--- config.mk ---
export PLATFORM = sky130hd
export DESIGN_NAME = arb_req_buffer
export DESIGN_NICKNAME = d
export VERILOG_FILES = /design/src/rtl/arb_pkg.sv /design/src/rtl/arb_port_fifo.sv /design/src/rtl/arb_req_buffer.sv
export SDC_FILE = /design/constraint.sdc
export NUM_CORES = 1
export LEC_CHECK = 0
export ABC_AREA = 1
export ABC_CLOCK_PERIOD_IN_PS = 4100
export BUFFER_PORTS_ARGS = -buffer_cell sky130_fd_sc_hd__buf_2
export CAP_MARGIN = 40
export CORE_MARGIN = 10
export CORE_UTILIZATION = 25
export CTS_BUF_LIST = sky130_fd_sc_hd__clkbuf_2
export CTS_CLUSTER_DIAMETER = 100
export CTS_CLUSTER_SIZE = 10
export DETAILED_ROUTE_END_ITERATION = 10
export GPL_TIMING_DRIVEN = 1
export MAX_ROUTING_LAYER = met4
export PLACE_DENSITY = 0.45
export SETUP_SLACK_MARGIN = 0.15
export SYNTH_ARGS = -nofsm -noshare
export SYNTH_HDL_FRONTEND = slang
export SYNTH_SLANG_ARGS = --single-unit
--- constraint.sdc ---
create_clock -name clk -period 4.1 [get_ports clk]
set_clock_uncertainty 0.05 [all_clocks]
set_input_delay 0.41 -clock clk [delete_from_list [all_inputs] [get_ports clk]]
set_output_delay 0.41 -clock clk [all_outputs]
set_load 0.005 [all_outputs]
--- src/rtl/arb_pkg.sv ---
// -----------------------------------------------------------------------------
// arb_pkg
// Shared definitions for the round-robin arbiter and its request front-end.
//   NUM_PORTS     : number of requesters seen by the arbiter
//   PORT_W        : width of a port index
//   port_vec_t    : one bit per port (req / gnt vectors)
//   port_idx_t    : encoded port index
//   onehot_to_idx : one-hot port vector -> encoded index
// -----------------------------------------------------------------------------
package arb_pkg;

    localparam int NUM_PORTS = 4;
    localparam int PORT_W    = $clog2(NUM_PORTS);

    typedef logic [NUM_PORTS-1:0] port_vec_t;
    typedef logic [PORT_W-1:0]    port_idx_t;

    // OR-reduce the indices of all set bits; exact for a one-hot input.
    function automatic port_idx_t onehot_to_idx(input port_vec_t oh);
        port_idx_t idx;
        idx = '0;
        for (int i = 0; i < NUM_PORTS; i++) begin
            if (oh[i]) idx = idx | port_idx_t'(i);
        end
        return idx;
    endfunction

endpackage

--- src/rtl/arb_port_fifo.sv ---
// -----------------------------------------------------------------------------
// arb_port_fifo
// Single-port synchronous FIFO, DEPTH x DATA_W, with a sticky overflow flag.
//   clk, reset : clock, synchronous active-high reset
//   push_i     : write strobe; dropped (and ovf_o set) when full
//   pop_i      : read strobe; ignored when empty
//   wdata_i    : write payload
//   rdata_o    : head entry (combinational)
//   count_o    : occupancy, 0..DEPTH
//   full_o     : count_o == DEPTH
//   empty_o    : count_o == 0
//   ovf_o      : sticky, a push was dropped
// -----------------------------------------------------------------------------
module arb_port_fifo #(
    parameter int DATA_W = 8,
    parameter int DEPTH  = 4
) (
    input  logic                       clk,
    input  logic                       reset,
    input  logic                       push_i,
    input  logic                       pop_i,
    input  logic [DATA_W-1:0]          wdata_i,
    output logic [DATA_W-1:0]          rdata_o,
    output logic [$clog2(DEPTH):0]     count_o,
    output logic                       full_o,
    output logic                       empty_o,
    output logic                       ovf_o
);

    localparam int PTR_W = $clog2(DEPTH);
    localparam int CNT_W = PTR_W + 1;

    logic [DATA_W-1:0] mem_q [DEPTH];
    logic [PTR_W-1:0]  wr_ptr_q, rd_ptr_q;
    logic [CNT_W-1:0]  cnt_q, cnt_d;
    logic              ovf_q;
    logic              push_ok, pop_ok;

    // Fullness is judged on the registered count, so a push into a full
    // FIFO is dropped even if the same cycle pops it.
    assign full_o  = (cnt_q == CNT_W'(DEPTH));
    assign empty_o = (cnt_q == '0);
    assign push_ok = push_i & ~full_o;
    assign pop_ok  = pop_i & ~empty_o;

    always_comb begin
        cnt_d = cnt_q;
        case ({push_ok, pop_ok})
            2'b10:   cnt_d = cnt_q + CNT_W'(1);
            2'b01:   cnt_d = cnt_q - CNT_W'(1);
            default: cnt_d = cnt_q;
        endcase
    end

    always_ff @(posedge clk) begin
        if (reset) begin
            wr_ptr_q <= '0;
            rd_ptr_q <= '0;
            cnt_q    <= '0;
            ovf_q    <= 1'b0;
        end else begin
            if (push_ok)          wr_ptr_q <= wr_ptr_q + PTR_W'(1);
            if (pop_ok)           rd_ptr_q <= rd_ptr_q + PTR_W'(1);
            if (push_i && full_o) ovf_q    <= 1'b1;
            cnt_q <= cnt_d;
        end
    end

    // Storage needs no reset; occupancy tracking makes stale entries invisible.
    always_ff @(posedge clk) begin
        if (push_ok) mem_q[wr_ptr_q] <= wdata_i;
    end

    assign rdata_o = mem_q[rd_ptr_q];
    assign count_o = cnt_q;
    assign ovf_o   = ovf_q;

endmodule

--- src/rtl/arb_req_buffer.sv ---
// -----------------------------------------------------------------------------
// arb_req_buffer
// Request front-end for the round-robin arbiter: per-port FIFOs drive req_o,
// the arbiter's one-hot grant pops the granted head into a registered
// valid/ready output stage tagged with the source port.
//   clk, reset   : clock, synchronous active-high reset
//   push_i       : per-port write strobe
//   push_data_i  : per-port payload, port i at [i*DATA_W +: DATA_W]
//   full_o       : per-port FIFO full
//   req_o        : request vector to the arbiter
//   gnt_i        : one-hot grant from the arbiter (same cycle as req_o)
//   out_valid_o  : output register holds a payload
//   out_data_o   : granted payload
//   out_port_o   : port that produced out_data_o
//   out_ready_i  : downstream accept
//   ovf_o        : sticky per-port dropped push
//   err_o        : sticky illegal grant (multi-hot or unrequested)
// -----------------------------------------------------------------------------
module arb_req_buffer #(
    parameter int NUM_PORTS = 4,
    parameter int DATA_W    = 8,
    parameter int DEPTH     = 4
) (
    input  logic                          clk,
    input  logic                          reset,
    input  logic [NUM_PORTS-1:0]          push_i,
    input  logic [NUM_PORTS*DATA_W-1:0]   push_data_i,
    output logic [NUM_PORTS-1:0]          full_o,
    output logic [NUM_PORTS-1:0]          req_o,
    input  logic [NUM_PORTS-1:0]          gnt_i,
    output logic                          out_valid_o,
    output logic [DATA_W-1:0]             out_data_o,
    output logic [$clog2(NUM_PORTS)-1:0]  out_port_o,
    input  logic                          out_ready_i,
    output logic [NUM_PORTS-1:0]          ovf_o,
    output logic                          err_o
);

    import arb_pkg::*;

    localparam int PW    = $clog2(NUM_PORTS);
    localparam int CNT_W = $clog2(DEPTH) + 1;

    logic [DATA_W-1:0]    head_w  [NUM_PORTS];
    logic [CNT_W-1:0]     count_w [NUM_PORTS];
    logic [NUM_PORTS-1:0] empty_w, pop_w;

    logic                 stall;
    logic                 gnt_onehot, gnt_legal, gnt_illegal;
    logic [PW-1:0]        gnt_idx;

    logic                 out_valid_q, out_valid_d;
    logic [DATA_W-1:0]    out_data_q,  out_data_d;
    logic [PW-1:0]        out_port_q,  out_port_d;
    logic                 err_q,       err_d;

    for (genvar g = 0; g < NUM_PORTS; g++) begin : g_port
        arb_port_fifo #(.DATA_W(DATA_W), .DEPTH(DEPTH)) u_fifo (
            .clk     (clk),
            .reset   (reset),
            .push_i  (push_i[g]),
            .pop_i   (pop_w[g]),
            .wdata_i (push_data_i[g*DATA_W +: DATA_W]),
            .rdata_o (head_w[g]),
            .count_o (count_w[g]),
            .full_o  (full_o[g]),
            .empty_o (empty_w[g]),
            .ovf_o   (ovf_o[g])
        );
    end

    // Requests are withdrawn while the output is stalled, so any grant the
    // arbiter returns can always be loaded into the output register.
    assign stall = out_valid_q & ~out_ready_i;

    always_comb begin
        req_o = '0;
        for (int i = 0; i < NUM_PORTS; i++) begin
            req_o[i] = (count_w[i] != '0) & ~stall;
        end
    end

    assign gnt_onehot  = (gnt_i != '0) && ((gnt_i & (gnt_i - NUM_PORTS'(1))) == '0);
    assign gnt_legal   = gnt_onehot && ((gnt_i & req_o) != '0);
    assign gnt_illegal = (gnt_i != '0) && !gnt_legal;
    assign gnt_idx     = PW'(onehot_to_idx(gnt_i));
    assign pop_w       = gnt_legal ? (gnt_i & ~empty_w) : '0;

    always_comb begin
        out_valid_d = out_valid_q;
        out_data_d  = out_data_q;
        out_port_d  = out_port_q;
        err_d       = err_q | gnt_illegal;
        if (gnt_legal) begin
            out_valid_d = 1'b1;
            out_data_d  = head_w[gnt_idx];
            out_port_d  = gnt_idx;
        end else if (out_ready_i) begin
            out_valid_d = 1'b0;
        end
    end

    always_ff @(posedge clk) begin
        if (reset) begin
            out_valid_q <= 1'b0;
            out_data_q  <= '0;
            out_port_q  <= '0;
            err_q       <= 1'b0;
        end else begin
            out_valid_q <= out_valid_d;
            out_data_q  <= out_data_d;
            out_port_q  <= out_port_d;
            err_q       <= err_d;
        end
    end

    assign out_valid_o = out_valid_q;
    assign out_data_o  = out_data_q;
    assign out_port_o  = out_port_q;
    assign err_o       = err_q;

endmodule

== After elaboration in Yosys (flattened, before gate mapping) ==
Memories as Yosys holds them, arrays and structs flattened. A register that Yosys moved wholly into a read port is not among the register bits.
Cells that the tools add are included.

* Memory bits (read-only): 0
* Output and inout port bits: 24
* Bits in writable memories: 128
* Input port bits: 43
* Latch bits: 0
* Logic and storage cells: 136
* Register bits: 44
* Memories kept: 4

{| class="wikitable"
|+ Memories
! name !! depth !! bits a word !! rd ports !! clocked after Yosys merged registers in !! wr ports !! line !! RTL
|-
| g_port[0].u_fifo.mem_q || 4 || 8 || 1 || 1 || 1 || arb_port_fifo.sv:33 || <nowiki>logic [DATA_W-1:0] mem_q [DEPTH];</nowiki>
|-
| g_port[1].u_fifo.mem_q || 4 || 8 || 1 || 1 || 1 || arb_port_fifo.sv:33 ||
|-
| g_port[2].u_fifo.mem_q || 4 || 8 || 1 || 1 || 1 || arb_port_fifo.sv:33 ||
|-
| g_port[3].u_fifo.mem_q || 4 || 8 || 1 || 1 || 1 || arb_port_fifo.sv:33 ||
|}

* Equality and inequality tests: 12
* Multiply operators: 0
* Multiplexer cells: 29
* Order comparisons: 1
* Div/mod/pow operators: 0
* $add $sub $neg: 17
* Shift-type cells: 0
* Bitwise logic cells: 29
* Reduce and logical (&&, ||, !) cells: 24

{| class="wikitable"
|+ Operator list
! cell !! count
|-
| 3-bit one-hot mux with 2 select lines || 4
|-
| 2-bit 2-to-1 mux || 10
|-
| 2-bit by 1-bit adder with 2-bit output, second input constant || 8
|-
| 8-bit binary-select mux with 2-bit select || 1
|-
| 8-bit 2-to-1 mux || 2
|-
| 1-bit AND || 13
|-
| 3-bit by 1-bit adder with 3-bit output, second input constant || 4
|-
| 4-bit AND || 3
|-
| 3-bit equality test, second input constant || 4
|-
| 3-bit logical NOT || 4
|-
| 3-bit nonzero test || 4
|-
| 3-bit by 1-bit subtractor with 3-bit output, second input constant || 4
|-
| 1-bit 2-to-1 mux || 11
|-
| 1-bit NOT || 10
|-
| 2-bit nonzero test || 5
|-
| 2-bit by 1-bit equality test with 1-bit output, second input constant || 4
|-
| 2-bit equality test, second input constant || 4
|-
| 4-bit nonzero test || 2
|-
| 1-bit logical AND || 7
|-
| 4-bit logical NOT || 1
|-
| 4-bit 2-to-1 mux || 1
|-
| 4-bit NOT || 1
|-
| 4-bit by 1-bit subtractor with 4-bit output, second input constant || 1
|-
| 3-bit >= comparator, second input constant || 1
|-
| other kinds (3) || 3
|}

== Longest topological paths before layout ==
Gate-level depths: netlist of the first run.

* Depth after elaboration: 11
* Mapped depth: 15
* Mapped depth without buffers: 15

== By module ==
A second synthesis of the first run with hierarchy kept.

* Cells, all modules: 761
* Area total of the unflattened synthesis: 7820.0 um2

{| class="wikitable"
|+ By module, submodules not included
! module !! instances !! cells an instance !! sequential area each (um2) !! area an instance (um2)
|-
| arb_port_fifo || 4 || 150 || 1161.1 || 1724.2
|-
| arb_req_buffer || 1 || 161 || 240.2 || 923.4
|}

== Least setup slack after synthesis of the first run ==
Ideal clock, no wire load.

* Path kind: input to register
* Start: in out_ready_i
* End: reg g_port[2].u_fifo.cnt_q[2]
* Setup time: 0.122 ns
* Arrival: 2.049 ns
* Data required time: 3.928 ns
* Setup slack: 1.879 ns
* Stages: 13
* Path buffers: 0
* Cells stage by stage: inv_1 nand2_1 nand3_1 nor2_8 nand3_1 inv_1 ha_1 inv_1 fa_1 a21oi_1 o21ai_0 o21ai_0 a21oi_1

* Longest elaborated chain between the ends: 11
* Elaborated cells on any way between the ends: 16
* Classes of those cells: 2 x eq/ne; 2 x mux; 9 x bitwise; 3 x reduce/logical

{| class="wikitable"
|+ RTL lines
! item !! line !! RTL
|-
| start: declaration || arb_req_buffer.sv:34 || <nowiki>input logic out_ready_i,</nowiki>
|-
| 1-bit NOT (*) || arb_req_buffer.sv:74 || <nowiki>assign stall = out_valid_q & ~out_ready_i;</nowiki>
|-
| 1-bit AND (*) || arb_req_buffer.sv:74 ||
|-
| 1-bit NOT (*) || arb_req_buffer.sv:79 || <nowiki>req_o[i] = (count_w[i] != '0) & ~stall;</nowiki>
|-
| 1-bit AND || arb_req_buffer.sv:79 ||
|-
| 4-bit AND (*) || arb_req_buffer.sv:84 || <nowiki>assign gnt_legal = gnt_onehot && ((gnt_i & req_o) != '0);</nowiki>
|-
| 4-bit nonzero test (*) || arb_req_buffer.sv:84 ||
|-
| 1-bit logical AND (*) || arb_req_buffer.sv:84 ||
|-
| 4-bit 2-to-1 mux (*) || arb_req_buffer.sv:87 || <nowiki>assign pop_w = gnt_legal ? (gnt_i & ~empty_w) : '0;</nowiki>
|-
| 1-bit AND (*) || arb_port_fifo.sv:44 || <nowiki>assign pop_ok = pop_i & ~empty_o;</nowiki>
|-
| via g_port[2].u_fifo.pop_ok || arb_port_fifo.sv:37 || <nowiki>logic push_ok, pop_ok;</nowiki>
|-
| 2-bit by 1-bit equality test with 1-bit output / 2-bit equality test (equally long branches) || arb_port_fifo.sv:48 || <nowiki>case ({push_ok, pop_ok})</nowiki>
|-
| 3-bit one-hot mux with 2 select lines / 2-bit nonzero test (equally long branches) || - ||
|-
| end signal: assignment || arb_port_fifo.sv:65 || <nowiki>cnt_q <= cnt_d;</nowiki>
|-
| end: declaration || arb_port_fifo.sv:35 || <nowiki>logic [CNT_W-1:0] cnt_q, cnt_d;</nowiki>
|}

Mark *: on every way through the listed nets, which the timed path passes. The rest lies on a longest branch.
A chain may end at the register's enable or synchronous reset.

== Final worst setup path of the first run ==
* Start: in gnt_i[0]
* End: reg g_port[2].u_fifo.cnt_q[2]

* Longest elaborated chain between the ends: 9
* Elaborated cells on any way between the ends: 14
* Classes of those cells: 1 x add/sub; 2 x eq/ne; 2 x mux; 3 x bitwise; 6 x reduce/logical

{| class="wikitable"
|+ RTL lines
! item !! line !! RTL
|-
| start: declaration || arb_req_buffer.sv:30 || <nowiki>input logic [NUM_PORTS-1:0] gnt_i,</nowiki>
|-
| 4-bit by 1-bit subtractor with 4-bit output || arb_req_buffer.sv:83 || <nowiki>assign gnt_onehot = (gnt_i != '0) && ((gnt_i & (gnt_i - NUM_PORTS'(1))) == '0);</nowiki>
|-
| 4-bit AND || arb_req_buffer.sv:83 ||
|-
| 4-bit logical NOT || arb_req_buffer.sv:83 ||
|-
| 1-bit logical AND || arb_req_buffer.sv:83 ||
|-
| 1-bit logical AND (*) || arb_req_buffer.sv:84 ||
|-
| 4-bit 2-to-1 mux (*) || arb_req_buffer.sv:87 ||
|-
| 1-bit AND (*) || arb_port_fifo.sv:44 ||
|-
| via g_port[2].u_fifo.pop_ok || arb_port_fifo.sv:37 ||
|-
| 2-bit by 1-bit equality test with 1-bit output / 2-bit equality test (equally long branches) || arb_port_fifo.sv:48 ||
|-
| 3-bit one-hot mux with 2 select lines / 2-bit nonzero test (equally long branches) || - ||
|}

Marks and branches as above.

==> results of run 1 <==
sequential cells by signal (all words and copies together) (netlist names), named ones only:
register,count
err_o,1
g_port.u_fifo.count_o,12
g_port.u_fifo.mem_q,128
g_port.u_fifo.ovf_o,4
g_port.u_fifo.rd_ptr_q,8
g_port.u_fifo.wr_ptr_q,8
out_data_o,8
out_port_o,2
out_valid_o,1
worst max-delay path, cell delays in order:
cell           delay [ns]
dlygate4sd3_1        0.52
buf_2                0.14
nor2_1               0.05
dlygate4sd3_1        0.59
nand2_4              0.09
nand2_4              0.06
nor2_8               0.19
nand3_1              0.15
inv_1                0.08
ha_1                 0.14
inv_1                0.07
fa_1                 0.37
a21oi_1              0.14
o21ai_0              0.11
o21ai_0              0.16
a21oi_1              0.06
final cells by class:
type	instances	area (sq um)	area share (%)
well taps	402	503	5.39
diodes	1	2.50	0.0268
inverters	109	409	4.38
repair buffers	119	876	9.38
flip-flops and latches	180	4880	52.3
multi-input cells	483	2420	25.9
clock buffers	17	85.1	0.911
clock inverters	15	161	1.73
power by group through the flow:
stage	Sequential, uW	Clock [uW]	Combinational, uW
finish	2090	941	434
CTS	2090	984	447
global route	2100	1060	500
floorplan	2110	0	265
global placement	2130	0	398
detailed placement	2130	0	408
metrics by stage:
step	worst slack, ns	power [uW]
final	1.40	3470
after global routing	1.23	3660
after CTS	1.53	3520
after detailed placement	1.51	2540
after global placement	1.55	2530
after floorplan	1.88	2380
kinds of logic after synthesis:
kind of cell               synth area share (%)
AOI/OAI and AO/OA                          5.31
DFF                                        61.9
buffers and inverters                      7.53
xor gates and xnor gates                  0.444
and+or+nand+nor                            20.7
adders and majority gates                  4.18
cells in the final DEF, fill, tap and decap left out, types with 2 or more instances in the layout:
cell,netlist,layout
a21oi_1,37,37
buf_2,10,66
buf_4,9,3
clkbuf_2,0,17
clkinv_4,0,2
clkinvlp_4,0,3
dfxtp_1,52,52
dlygate4sd3_1,0,48
edfxtp_1,128,128
fa_1,4,4
ha_1,20,20
inv_1,107,107
inv_2,2,2
inv_6,0,6
inv_8,0,2
nand2_1,185,185
nand2_2,3,3
nand2_4,5,5
nand3_1,75,75
nand3_2,3,3
nand4_1,5,5
nor2_1,89,89
o211ai_1,8,8
o21ai_0,29,29
or2_2,8,8
xor2_1,4,4
metal layers:
| metal | vias up | GRT usage [%] |
|---|---|---|
| li1 | 2816 | - |
| met1 | 2483 | 13.5 |
| met2 | 78 | 15.5 |
| met3 | 12 | 1.88 |
| met4 | 0 | 3.16 |
| met5 | - | - |
worst max-delay path by stage:
stage | startpoint | endpoint | cells after the start
3_5_place_dp | gnt_i[2] | g_port[2].u_fifo.count_o[2]$_SDFFE_PP0P_ | 15
6_report | gnt_i[0] | g_port[2].u_fifo.count_o[2]$_SDFFE_PP0P_ | 16
2_1_floorplan | out_ready_i | g_port[2].u_fifo.count_o[2]$_SDFFE_PP0P_ | 13
4_1_cts | gnt_i[0] | g_port[2].u_fifo.count_o[2]$_SDFFE_PP0P_ | 16
3_3_place_gp | gnt_i[2] | g_port[2].u_fifo.count_o[2]$_SDFFE_PP0P_ | 15
5_1_grt | gnt_i[0] | g_port[1].u_fifo.count_o[2]$_SDFFE_PP0P_ | 16
timing repair:
| item | CTS | global route |
|---|---|---|
| hold buffers | 48 | 0 |
| setup endpoints to repair | 0 | 0 |
| endpoints found under the hold margin | 158 | 0 |
==> flow_metrics.py, run 1 <==
metrics = {
    "sta": {
        "rsz0062_at_grt": "false",
        "setup-tns-final_ns": 0,
        "post-route-period-util_pct": 65.8,
        "max_freq_mhz": 370,
        "period_needed_ns": 2.70,
        "tightest_slew_ns": 0.871,
        "finalSetupViolCount": 0,
        "hold_ws_ns": 0.118,
        "hold_viol_final": 0,
        "slew_violations": 0,
        "slew_headroom_pct": 41.7,
    },
    "route": {
        "detail-route-antenna-nets": 0,
        "wirelength_met1_mm": 9.51,
        "wl_met2_mm": 8.63,
        "firstDrtPassIters": 4,
        "wl_mm": 18.9,
        "routedWlPerCell_um": 14.2,
        "drc": 0,
        "avgViaCountPerCell": 4.06,
        "via_count": 5389,
        "wl_met3_um": 505,
        "top_layer_used": "met4",
        "drt-initial-drc-count": 357,
    },
    "power_and_ir_drop": {
        "switching_share_pct": 29.2,
        "clockPowerShare_pct": 27.2,
        "power.leakage_uw": 0.00383,
        "vdd_ir_drop_max_mv": 0.134,
        "p_int_uw": 2450,
        "sequentialPowerShare_pct": 60.3,
        "power.density_nw_per_um2": 371,
        "switching_power_uw": 1010,
        "power_frac_comb_pct": 12.5,
    },
    "floorplanning": {
        "num_rows": 65,
        "core_area_sq_um": 31400,
        "boundaryPins": 67,
        "chipWidth_um": 198,
        "die-area_sq_um": 39100,
        "start_util_pct": 25.2,
        "die_y_um": 198,
    },
    "final_layout": {
        "utilization_pct": 29.7,
        "synthToLayoutAreaGrowth_pct": 18.3,
        "nNetsFinal": 977,
        "drive_above_1_share_pct": 14.0,
        "final_area_sq_um": 9340,
        "fill_cells": 3315,
        "finalNonFillerCells": 1326,
    },
    "worst_setup_path": {
        "timing.rr.start": "g_port[1].u_fifo.count_o[1]$_SDFFE_PP0P_",
        "timing.rr.end": "g_port[2].u_fifo.count_o[2]$_SDFFE_PP0P_",
        "crit_path_max_fanout": 10,
        "cp_data_arrival_time_ns": 3.35,
        "end_kind": "flip-flop",
        "reg2reg_depth": 15,
        "critical_path_class": "in2reg",
        "worst_setup_path_start_kind": "input port",
        "cp.required_ns": 4.75,
        "r2r_setup_slack_ns": 1.79,
    },
    "synthesis": {
        "yosys_warnings": 0,
        "seq_area_frac_synth_pct": 61.9,
        "yosysTopAreaCellShare_pct": 48.7,
        "syn_inst": 805,
        "synth_edf_count": 128,
        "syn_area_sq_um": 7900,
        "ys_top_cells_by_count": "185 x nand2_1, 128 x edfxtp_1, 107 x inv_1",
        "synth.area.top_cells": "edfxtp_1 49%, dfxtp_1 13%, nand2_1 8.8%",
        "synthDistinctLibCells": 31,
        "synth-seq-cells": 180,
        "synthMostInstantiatedCell": "nand2_1",
        "syn_avg_cell_area_sq_um": 9.81,
        "ys.flop_type": "edfxtp_1",
        "synth_fp_nets": 872,
        "async_flop_share_pct": 0,
        "synth_top_cell_by_area": "edfxtp_1",
    },
    "global_routing": {
        "grt_pass1_vias": 5337,
        "overflow": 0,
        "grt_util_all_layers_pct": 10.2,
        "antenna_found_initial": 1,
        "grt_pass1_wl_mm": 29.7,
        "grt_max_degree": 26,
    },
    "clock_network": {
        "clock_latency_ns": 0.79,
        "cts.clk_slew.worst_paths_ns": 0.29,
        "cts_buffers": 17,
        "ctsHtreeMaxLevel": 4,
        "post-cts-setup-buffers": 0,
        "root_buffer": "clkbuf_2",
        "clk_path_buf_depth": 2,
        "cts_tree": "done",
        "cts_resized": 0,
        "clock-sinks": 180,
    },
    "place": {
        "gp_congestion": 0.732,
        "dpl_cell_area_sq_um": 8610,
        "place.detailed.hpwl_mm": 13.2,
        "io_buffers": 66,
        "placed_cells": 1245,
    },
    "hold_path": {
        "min_path_type": "in2reg",
        "min-delay-start": "gnt_i[1]",
        "min_to": "g_port[1].u_fifo.rd_ptr_q[1]$_SDFFE_PP0P_",
        "holdPathStages": 5,
    },
    "outcome": {
        "status": "completed",
    },
    "job": {
        "maxCapViolCount": 0,
    },
}
(Power assumes the default switching activity.)
==> run 2, diff against run 1 <==
ABC_CLOCK_PERIOD_IN_PS = 2300   (was 4100)
PLACE_DENSITY = 0.46   (was 0.45)
clock period = 2.3 ns   (was 4.1 ns; I/O delays follow)
==> run 2 against run 1 <==
Wire length about the same. Clock power up 84%. Hold slack worse by 0.040 ns. Largest cell class unchanged. Largest power group unchanged. Highest routed layer unchanged.
==> flow_metrics.py, run 2 (synthesis results as in run 1) <==
metrics = {
    "sta": {
        "finalSetupViolCount": 0,
        "max_freq_mhz": 481,
        "rsz0062_at_grt": "true",
        "tightest_slew_ns": 0.626,
        "period_needed_ns": 2.08,
        "hold_viol_final": 0,
        "slew_headroom_pct": 58.2,
        "slew_violations": 0,
        "setup-tns-final_ns": 0,
        "post-route-period-util_pct": 90.3,
    },
    "route": {
        "firstDrtPassIters": 5,
        "via_count": 5558,
        "wirelength_met1_mm": 8.91,
        "wl_mm": 18.9,
        "avgViaCountPerCell": 4.07,
        "wl_met3_um": 668,
        "drc": 0,
        "top_layer_used": "met4",
        "drt-initial-drc-count": 226,
        "detail-route-antenna-nets": 0,
        "wl_met2_mm": 9.06,
        "routedWlPerCell_um": 13.8,
    },
    "final_layout": {
        "final_cell_mix": "176 x nand2_1, 128 x edfxtp_1, 93 x inv_1",
        "layout_commonest_cell": "nand2_1",
        "multi_input_area_sq_um": 2540,
        "top_register": "g_port.u_fifo.mem_q",
        "largest_reg_flops": 128,
        "nNetsFinal": 1018,
        "ff_latch_area_sq_um": 4910,
        "synthToLayoutAreaGrowth_pct": 23.9,
        "fill_cells": 3335,
        "drive_above_1_share_pct": 22.9,
    },
    "place": {
        "place.detailed.hpwl_mm": 12.9,
        "gp_congestion": 0.742,
        "io_buffers": 66,
    },
    "floorplanning": {
        "start_util_pct": 25.2,
        "die_y_um": 198,
        "chipWidth_um": 198,
        "num_rows": 65,
        "core_area_sq_um": 31400,
        "boundaryPins": 67,
        "die-area_sq_um": 39100,
    },
    "outcome": {
        "status": "completed",
    },
    "power_and_ir_drop": {
        "p_total_uw": 6350,
        "power.density_nw_per_um2": 649,
        "vdd_ir_drop_max_mv": 0.262,
        "power.leakage_uw": 0.00405,
    },
    "global_routing": {
        "overflow": 0,
        "grt_util_all_layers_pct": 10.0,
        "grt_pass1_wl_mm": 29.4,
        "grt_max_degree": 33,
        "grt_pass1_vias": 5361,
        "antenna_found_initial": 1,
    },
    "worst_setup_path": {
        "worst_setup_path_start_kind": "flip-flop",
        "reg2reg_depth": 15,
        "end_kind": "flip-flop",
        "cp_data_arrival_time_ns": 2.69,
        "critPathCapture": "g_port[0].u_fifo.count_o[2]$_SDFFE_PP0P_",
        "cp.required_ns": 2.92,
        "critical_path_class": "reg2reg",
        "crit_start": "g_port[1].u_fifo.count_o[1]$_SDFFE_PP0P_",
        "timing.rr.start": "g_port[1].u_fifo.count_o[1]$_SDFFE_PP0P_",
        "crit_path_max_fanout": 6,
        "r2r_setup_slack_ns": 0.22,
        "timing.rr.end": "g_port[0].u_fifo.count_o[2]$_SDFFE_PP0P_",
    },
    "clock_network": {
        "cts_tree": "done",
        "clock-sinks": 180,
        "clock_latency_ns": 0.75,
        "clk_path_buf_depth": 2,
        "cts.clk_slew.worst_paths_ns": 0.29,
        "cts_buffers": 17,
        "root_buffer": "clkbuf_2",
        "ctsHtreeMaxLevel": 4,
    },
    "hold_path": {
        "min_path_type": "in2reg",
    },
    "job": {
        "maxCapViolCount": 0,
    },
}
[run 2: cell count changes in the layout (fill, tap and decap cells not counted), sizes merged]
cell         delta
buf            +40
clkbuf          +3
bufinv          +2
clkinv          -2
clkinvlp        -2
dlygate4sd3     +1
inv             -1
[run 2: critical path: stages (launching register included)]
cell and delay [ns]:
dfxtp_2 0.41, inv_2 0.06, nand3_2 0.08, nand2_2 0.06, nand2_2 0.07, inv_2 0.04, nand2_4 0.10, nand3_4 0.10
inv_2 0.08, ha_4 0.14, inv_4 0.03, fa_2 0.36, a21oi_2 0.13, o21ai_1 0.09, o21ai_1 0.14, a21oi_1 0.06
[run 2: layout make-up]
class | count | share of cell area (%)
Sequential cell | 180 | 50.2
Multi-Input combinational cell | 483 | 26.0
Timing Repair Buffer | 160 | 11.8
Tap cell | 402 | 5.14
Inverter | 109 | 4.26
Clock inverter | 12 | 1.55
Clock buffer | 20 | 1.02
Antenna cell | 1 | 0.0256
[run 2: report_power, final]
part / switching, uW / internal, uW
Sequential: 70.9 / 3650
Clock: 1100 / 629
Combinational: 531 / 373
[run 2: how the worst min path moves through the flow]
| stage | slack, ns | cells after the start | from | endpoint |
|---|---|---|---|---|
| after detailed placement | 0.39 | 2 | g_port[0].u_fifo.ovf_o$_SDFFE_PP0P_ | g_port[0].u_fifo.ovf_o$_SDFFE_PP0P_ |
| after global routing | 0.01 | 8 | gnt_i[1] | flip-flop |
| final | 0.08 | 8 | gnt_i[1] | flip-flop |
| after floorplan | 0.28 | 0 | push_data_i[0] | g_port[0].u_fifo.mem_q[0][0]$_DFFE_PP_ |
| after global placement | 0.39 | 2 | g_port[0].u_fifo.ovf_o$_SDFFE_PP0P_ | g_port[0].u_fifo.ovf_o$_SDFFE_PP0P_ |
| after CTS | 0.03 | 8 | gnt_i[1] | flip-flop |
[run 2: repair_timing]
| action | CTS | global route |
|---|---|---|
| hold endpoints to repair | 174 | 0 |
| cloned | 0 | 0 |
| hold buffers | 49 | 0 |
| endpoints found under the setup margin | 5 | 16 |
| pin swaps | 2 | 20 |
| gates resized for setup | 11 | 63 |
| setup buffers | 2 | 8 |
[run 2: stage by stage]
stage	utilization (%)	area (sq um)	setup slack [ns]	hold WS [ns]	cells
after floorplan	-	7900	0.194	0.279	805
after global placement	28.1	8810	0.0537	0.388	1275
after detailed placement	28.1	8810	0.0643	0.391	1275
after CTS	30.5	9580	0.148	0.0315	1358
after global routing	31.2	9780	0.0740	0.0104	1367
final	31.2	9780	0.223	0.0779	1367
[run 2: metal layers]
metal | up-vias | track usage (%)
li1 | 2905 | -
met1 | 2551 | 12.6
met2 | 90 | 15.9
met3 | 12 | 2.12
met4 | 0 | 2.90
met5 | - | -
